[src/rtl/uart_xmtr_fifo_if.sv]
// Bus-side push handshake of the FIFO-fronted UART transmitter.
interface uart_xmtr_fifo_if #(
  parameter int WD_SIZE = 8
);
  logic [WD_SIZE-1:0] bus_data_i;
  logic               bus_vld_i;
  logic               bus_rdy_o;

  modport master (output bus_data_i, output bus_vld_i, input bus_rdy_o);
  modport slave  (input bus_data_i, input bus_vld_i, output bus_rdy_o);
endinterface

[src/rtl/uart_xmtr_fifo.sv]
// Asynchronous serial transmitter fed by a TX FIFO; frames stream back-to-back.
//   state | meaning
//   IDLE  | line high, waiting for a queued word
//   START | start bit (line low)
//   DATA  | data bits, LSB first
//   PAR   | parity bit (only when PARITY != 0)
//   STOP  | stop bit(s); pops the next word on the very last cycle
module uart_xmtr_fifo #(
  parameter int WD_SIZE      = 8,
  parameter int CLKS_PER_BIT = 16,
  parameter int FIFO_DEPTH   = 16,
  parameter int PARITY       = 0,
  parameter int STOP_BITS    = 1
) (
  input  logic                          clk,
  input  logic                          rst,
  uart_xmtr_fifo_if.slave               bus,
  output logic                          seri_data_o,
  output logic                          busy_o,
  output logic [$clog2(FIFO_DEPTH):0]   fifo_cnt_o
);
  localparam int AW  = $clog2(FIFO_DEPTH);
  localparam int CW  = AW + 1;
  localparam int BCW = $clog2(CLKS_PER_BIT);
  localparam int BIW = $clog2(WD_SIZE);
  localparam logic [BCW-1:0] BAUD_LAST = BCW'(CLKS_PER_BIT - 1);
  localparam logic [BIW-1:0] DATA_LAST = BIW'(WD_SIZE - 1);
  localparam logic [BIW-1:0] STOP_LAST = BIW'(STOP_BITS - 1);
  localparam logic [CW-1:0]  FULL_CNT  = CW'(FIFO_DEPTH);
  localparam logic           ODD_PAR   = (PARITY == 2);

  typedef enum logic [2:0] {IDLE, START, DATA, PAR, STOP} state_t;

  state_t               state_q, state_d;
  logic [WD_SIZE-1:0]   mem_q [FIFO_DEPTH];
  logic [AW-1:0]        wr_ptr_q, rd_ptr_q;
  logic [CW-1:0]        cnt_q, cnt_d;
  logic [BCW-1:0]       baud_q, baud_d;
  logic [BIW-1:0]       bit_q, bit_d;
  logic [WD_SIZE-1:0]   shift_q, shift_d;
  logic                 par_q, par_d;
  logic                 seri_q, seri_d;
  logic                 rdy, push, pop, empty, bit_end;
  logic [WD_SIZE-1:0]   head;

  assign rdy           = (cnt_q != FULL_CNT);
  assign bus.bus_rdy_o = rdy;
  assign push          = bus.bus_vld_i && rdy;
  assign empty         = (cnt_q == '0);
  assign head          = mem_q[rd_ptr_q];
  assign bit_end       = (baud_q == BAUD_LAST);

  always_ff @(posedge clk) begin
    if (push) mem_q[wr_ptr_q] <= bus.bus_data_i;
  end

  always_ff @(posedge clk) begin
    if (rst) begin
      state_q  <= IDLE;
      wr_ptr_q <= '0;
      rd_ptr_q <= '0;
      cnt_q    <= '0;
      baud_q   <= '0;
      bit_q    <= '0;
      shift_q  <= '0;
      par_q    <= 1'b0;
      seri_q   <= 1'b1;
    end else begin
      state_q <= state_d;
      if (push) wr_ptr_q <= wr_ptr_q + AW'(1);
      if (pop)  rd_ptr_q <= rd_ptr_q + AW'(1);
      cnt_q   <= cnt_d;
      baud_q  <= baud_d;
      bit_q   <= bit_d;
      shift_q <= shift_d;
      par_q   <= par_d;
      seri_q  <= seri_d;
    end
  end

  always_comb begin
    state_d = state_q;
    bit_d   = bit_q;
    shift_d = shift_q;
    par_d   = par_q;
    pop     = 1'b0;
    seri_d  = 1'b1;
    baud_d  = (state_q == IDLE || bit_end) ? '0 : baud_q + BCW'(1);
    case (state_q)
      IDLE: begin
        if (!empty) begin
          pop     = 1'b1;
          state_d = START;
          bit_d   = '0;
        end
      end
      START: begin
        seri_d = 1'b0;
        if (bit_end) begin
          state_d = DATA;
          bit_d   = '0;
        end
      end
      DATA: begin
        seri_d = shift_q[0];
        if (bit_end) begin
          shift_d = shift_q >> 1;
          if (bit_q == DATA_LAST) begin
            bit_d   = '0;
            state_d = (PARITY != 0) ? PAR : STOP;
          end else begin
            bit_d = bit_q + BIW'(1);
          end
        end
      end
      PAR: begin
        seri_d = par_q;
        if (bit_end) begin
          state_d = STOP;
          bit_d   = '0;
        end
      end
      STOP: begin
        if (bit_end) begin
          if (bit_q == STOP_LAST) begin
            bit_d = '0;
            if (!empty) begin
              pop     = 1'b1;
              state_d = START;
            end else begin
              state_d = IDLE;
            end
          end else begin
            bit_d = bit_q + BIW'(1);
          end
        end
      end
      default: state_d = IDLE;
    endcase
    // Parity is latched from the whole word as it leaves the FIFO.
    if (pop) begin
      shift_d = head;
      par_d   = (^head) ^ ODD_PAR;
    end
  end

  always_comb begin
    cnt_d = cnt_q;
    case ({push, pop})
      2'b10:   cnt_d = cnt_q + CW'(1);
      2'b01:   cnt_d = cnt_q - CW'(1);
      default: cnt_d = cnt_q;
    endcase
  end

  assign seri_data_o = seri_q;
  assign busy_o      = (state_q != IDLE);
  assign fifo_cnt_o  = cnt_q;
endmodule

[src/flat_wrapper.sv]
// flat-port wrapper written by rule: the top's interface ports become plain ports
module uart_xmtr_fifo_flat 
#(
  parameter int WD_SIZE      = 8,
  parameter int CLKS_PER_BIT = 16,
  parameter int FIFO_DEPTH   = 16,
  parameter int PARITY       = 0,
  parameter int STOP_BITS    = 1
)
  (clk, rst, seri_data_o, busy_o, fifo_cnt_o, bus_bus_data_i, bus_bus_vld_i, bus_bus_rdy_o);
  uart_xmtr_fifo_if #(.WD_SIZE(WD_SIZE)) bus_i ();
  input  logic clk;
  input  logic rst;
  output logic seri_data_o;
  output logic busy_o;
  output logic [$clog2(FIFO_DEPTH):0] fifo_cnt_o;
  input wire logic [$bits(bus_i.bus_data_i)-1:0] bus_bus_data_i;
  input wire logic [$bits(bus_i.bus_vld_i)-1:0] bus_bus_vld_i;
  output wire logic [$bits(bus_i.bus_rdy_o)-1:0] bus_bus_rdy_o;
  assign bus_i.bus_data_i = bus_bus_data_i;
  assign bus_i.bus_vld_i = bus_bus_vld_i;
  assign bus_bus_rdy_o = bus_i.bus_rdy_o;
  uart_xmtr_fifo #(.WD_SIZE(WD_SIZE), .CLKS_PER_BIT(CLKS_PER_BIT), .FIFO_DEPTH(FIFO_DEPTH), .PARITY(PARITY), .STOP_BITS(STOP_BITS)) u_core (.clk(clk), .rst(rst), .bus(bus_i), .seri_data_o(seri_data_o), .busy_o(busy_o), .fifo_cnt_o(fifo_cnt_o));
endmodule
[config.mk]
export PLATFORM = sky130hd
export DESIGN_NAME = uart_xmtr_fifo_flat
export DESIGN_NICKNAME = d
export VERILOG_FILES = /design/src/rtl/uart_xmtr_fifo_if.sv /design/src/rtl/uart_xmtr_fifo.sv /design/src/flat_wrapper.sv
export SDC_FILE = /design/constraint.sdc
export NUM_CORES = 1
export LEC_CHECK = 0
export ABC_AREA = 1
export BUFFER_PORTS_ARGS = -buffer_cell sky130_fd_sc_hd__buf_2
export CAP_MARGIN = 20
export CORE_MARGIN = 4
export CORE_UTILIZATION = 50
export DETAILED_ROUTE_END_ITERATION = 12
export PLACE_DENSITY = 0.66
export SETUP_SLACK_MARGIN = 0.1
export SYNTH_ARGS = -nofsm -noshare
export SYNTH_HDL_FRONTEND = slang
export SYNTH_SLANG_ARGS = --single-unit
export TNS_END_PERCENT = 5
[constraint.sdc]
create_clock -name clk -period 3.9 [get_ports clk]
set_clock_uncertainty 0.1 [all_clocks]
set_input_delay 0.78 -clock clk [delete_from_list [all_inputs] [get_ports clk]]
set_output_delay 0.78 -clock clk [all_outputs]
set_load 0.005 [all_outputs]
==> parameters.txt <==
Parameter                              Value

Setup path
  Worst Reg-to-Reg Cells    16
  Max Fanout on Critical Path    21
  Critical Setup Path Class    register to register
  Slack of the worst reg-to-reg path    ~920 ps
  Category of the worst setup path capture point    register
  Required time at the worst-slack endpoint    slightly above 4000 ps
  Endpoint of the worst-slack reg-to-reg timing path    u_core.fifo_cnt_o[4]$_SDFFE_PP0P_
  Startpoint type of the worst setup path    register
  Worst path arrival time    3190 ps
  Reg-to-reg startpoint    u_core.baud_q[0]$_SDFF_PP0_

Cells and area
  Total of fill cells in the finished design    1231
  Sequential Area    4586 um^2
  Fraction of layout instances using a drive strength above 1    approximately 8.4%
  Area growth syn-to-layout    10.69%
  Area of the multi-input gates    between 2000 and 2500 um^2
  Post-Layout Cell Count    between 1000 and 1500
  Layout Utilization    between 50% and 60%
  Final Net Count    just over 800
  Antenna Cells    0

Power and ir drop
  Internal power component    ~3.6 mW
  Portion of total power attributed to combinational logic    34.0%
  Lkg Pwr    approximately 3.5 nW
  Worst IR drop on VDD    between 600 and 700 uV
  Power spent charging and discharging nets    about 2.1 mW
  Part of the total power dissipated in the clock network    29.1%
  Flop pwr share    a little under two fifths
  Switching Fraction    a little under two fifths
  Pwr Density    between 700 and 800 nW/um^2

Global route
  Initial antenna violation count    0
  Maximum number of pins on one net before global-route repair    71
  Wire length of the first global-routing pass    26.25 mm
  GRT Overall Usage    between 20 and 25%
  Congestion Overflow GR    0
  Vias in the first global route    between 5000 and 6000

Placed design
  DP Wirelength    10.20 mm
  Dpl cells    970
  Port Buffers    18
  Post-Place Setup Slack    around 990 ps
  Last weighted congestion value of the routability-driven placer    approximately 0.90

Timing
  Transition time of the tightest slew-check pin    between 1000 and 1500 ps
  Fin. Hold Viols    0
  Headroom to the max-slew limit    a little under a third
  Worst-case setup margin in the final layout    between 900 and 1000 ps
  Pins over their slew limit    0
  Unrepaired setup endpoints after global routing    no
  Final period demand of the worst path    roughly 3000 ps
  Post-route fraction of the period consumed by the critical path    76.38%
  Final setup violation count    0
  Post-Route Setup TNS    0 ps
  Highest Clock Rate    between 300 and 400 MHz

Yosys
  Sequential area share after synthesis    between 60% and 70%
  Mapped Area    roughly 7400 um^2
  YS warnings    0
  Post-synthesis register bit count    between 150 and 200
  Top post-synthesis cells by area    sky130_fd_sc_hd__edfxtp_1 (52%), sky130_fd_sc_hd__nand2_1 (13%), sky130_fd_sc_hd__dfxtp_1 (10%)
  Most common cell in the netlist    sky130_fd_sc_hd__nand2_1
  Main synth FF type    sky130_fd_sc_hd__edfxtp_1
  Library cell with the largest summed area after synthesis    sky130_fd_sc_hd__edfxtp_1
  Synthesized Nets    about 800
  Post-synthesis cell type count    31
  Area share of the largest cell type after synthesis    52.02%
  Async set or reset register ratio after synthesis    0%
  Mean cell area of the mapped netlist    9.317 um^2
  Post-synthesis cell count    between 700 and 800
  EDFF count, synth    128
  Ranking of synthesized cells by instance count    sky130_fd_sc_hd__nand2_1 (260), sky130_fd_sc_hd__edfxtp_1 (128), sky130_fd_sc_hd__inv_1 (91)

CTS
  Clk Latency, worst-skew pair    between 400 and 500 ps
  Number of buffers added for setup after CTS    0
  Max Root-Sink Buffers    2
  Max H-tree Level    4
  CTS Buf Count    17
  Cts hold-fix bufs    0
  Root cell of the clock tree    sky130_fd_sc_hd__clkbuf_16
  CTS resizes    0
  TritonCTS clock tree    done
  CTS clk-pin slew, worst paths    about 60 ps
  Clk sinks    between 150 and 200

Min path
  Hold Path Stages    2
  Worst Hold Launch    u_core.shift_q[7]$_SDFFE_PP0P_
  Hold-critical path endpoint    u_core.shift_q[7]$_SDFFE_PP0P_
  Class of the most critical hold timing path    register to register

Detailed routing
  DRC marker count from the first detailed-route iteration    about 550
  Via-to-Cell Ratio    approximately 5.3
  Total wire length after detailed routing    about 16 mm
  Via count    roughly 5300
  Mean routed wirelength per cell    between 15 and 20 um
  DRC violations left    0
  Antenna-violating nets left    0
  First-pass DRT Iterations    5

Floorplanning
  I/O pins    19
  Number of placement rows    44
  Horizontal die dimension    between 100 and 150 um
  Initial Utilization    about half
  DIE AREA    ~17000 um^2
  Die height    129.6 um
  Placeable core region    about 14000 um^2

Flow run
  Max-capacitance violation count    0

Outcome
  Result of the run    finished, final reports clean
## layout by cell type (no fill, tap or decap), drive strengths merged
master and instances:
clkinv 6, or2 3, a31o 1, clkinvlp 1, xor2 5, xnor2 3
bufinv 1, a211oi 1, o21ai 30, nand3 78, clkbuf 22, dfxtp 37
nand4 1, and3 1, a22oi 1, edfxtp 128, buf 23, inv 102
nor2 65, o211ai 9, a21oi 19, nand2 264, o21a 1, o31ai 1
nor4 1, ha 12, a2111oi 1, nor3 1
## layout make-up
cell class	instances	share of cell area (%)
clock buffers	22	6.196
clock inverters	10	1.117
inverters	100	4.590
multi-input cells	498	27.65
flip-flops and latches	165	56.07
well taps	184	2.815
repair buffers	23	1.561
## critical path: stages (launching register included)
cell,delay (ps)
sky130_fd_sc_hd__dfxtp_1,370
sky130_fd_sc_hd__ha_1,210
sky130_fd_sc_hd__nand3_1,160
sky130_fd_sc_hd__nor3_1,170
sky130_fd_sc_hd__nor2_1,60
sky130_fd_sc_hd__nor2_1,130
sky130_fd_sc_hd__buf_4,250
sky130_fd_sc_hd__ha_1,280
sky130_fd_sc_hd__xor2_1,250
sky130_fd_sc_hd__ha_1,200
sky130_fd_sc_hd__inv_1,40
sky130_fd_sc_hd__nand2_1,90
sky130_fd_sc_hd__nand3_1,110
sky130_fd_sc_hd__o31ai_1,90
sky130_fd_sc_hd__o211ai_1,140
sky130_fd_sc_hd__o21ai_0,160
sky130_fd_sc_hd__a21oi_1,60
## sequential cells by signal, indices dropped and copies added, names as in the netlist, named ones only
signal and count:
u_core.fifo_cnt_o 5, u_core.baud_q 4, u_core.seri_data_o 1, u_core.rd_ptr_q 4
u_core.wr_ptr_q 4, u_core.shift_q 8, u_core.mem_q 128, u_core.par_q 1
u_core.bit_q 3, u_core.state_q 3
## stage by stage
step / power (mW) / instance area, um^2 / hold WS (ps)
CTS: 5.750 / 8178 / 363.2
detailed placement: 4.084 / 7580 / 353.5
floorplan: 3.625 / 7388 / 317.9
global route: 6.143 / 8178 / 388.2
global placement: 3.991 / 7580 / 329.6
finish: 5.748 / 8178 / 357.6
## how the worst max path moves through the flow
| stage | startpoint | to | slack (ps) |
|---|---|---|---|
| final | u_core.baud_q[0]$_SDFF_PP0_ | u_core.fifo_cnt_o[4]$_SDFFE_PP0P_ | 920 |
| after global routing | u_core.baud_q[0]$_SDFF_PP0_ | u_core.fifo_cnt_o[4]$_SDFFE_PP0P_ | 520 |
| after CTS | u_core.baud_q[0]$_SDFF_PP0_ | u_core.fifo_cnt_o[4]$_SDFFE_PP0P_ | 940 |
| after detailed placement | u_core.baud_q[0]$_SDFF_PP0_ | u_core.fifo_cnt_o[4]$_SDFFE_PP0P_ | 990 |
| after global placement | u_core.baud_q[0]$_SDFF_PP0_ | u_core.fifo_cnt_o[4]$_SDFFE_PP0P_ | 1230 |
| after floorplan | u_core.baud_q[0]$_SDFF_PP0_ | u_core.fifo_cnt_o[4]$_SDFFE_PP0P_ | 1190 |
## kinds of logic (layout without fill, tap and decap cells)
group / count (synthesis) / in the layout / share of synthesized area, %
buffers and inverters: 130 / 155 / 7.350
DFF: 165 / 165 / 62.05
and+or+nand+nor: 414 / 414 / 22.74
AOI/OAI and AO/OA: 64 / 64 / 4.877
adders and majority gates: 12 / 12 / 2.032
xor gates and xnor gates: 8 / 8 / 0.9484
## layer usage
layer  track usage, %  part of all wire, %
met5                0                    0
met4            7.029                  1.7
met3            3.669                  4.4
met2            32.79                   47
met1            28.64                   47
## power groups by stage
| stage | logic, mW | clock network (mW) | registers, mW |
|---|---|---|---|
| finish | 1.95 | 1.67 | 2.12 |
| global route | 2.23 | 1.78 | 2.14 |
| CTS | 1.94 | 1.69 | 2.12 |
| detailed placement | 1.93 | 0 | 2.16 |
| global placement | 1.84 | 0 | 2.15 |
| floorplan | 1.49 | 0 | 2.14 |
(Power assumes the default switching activity.)
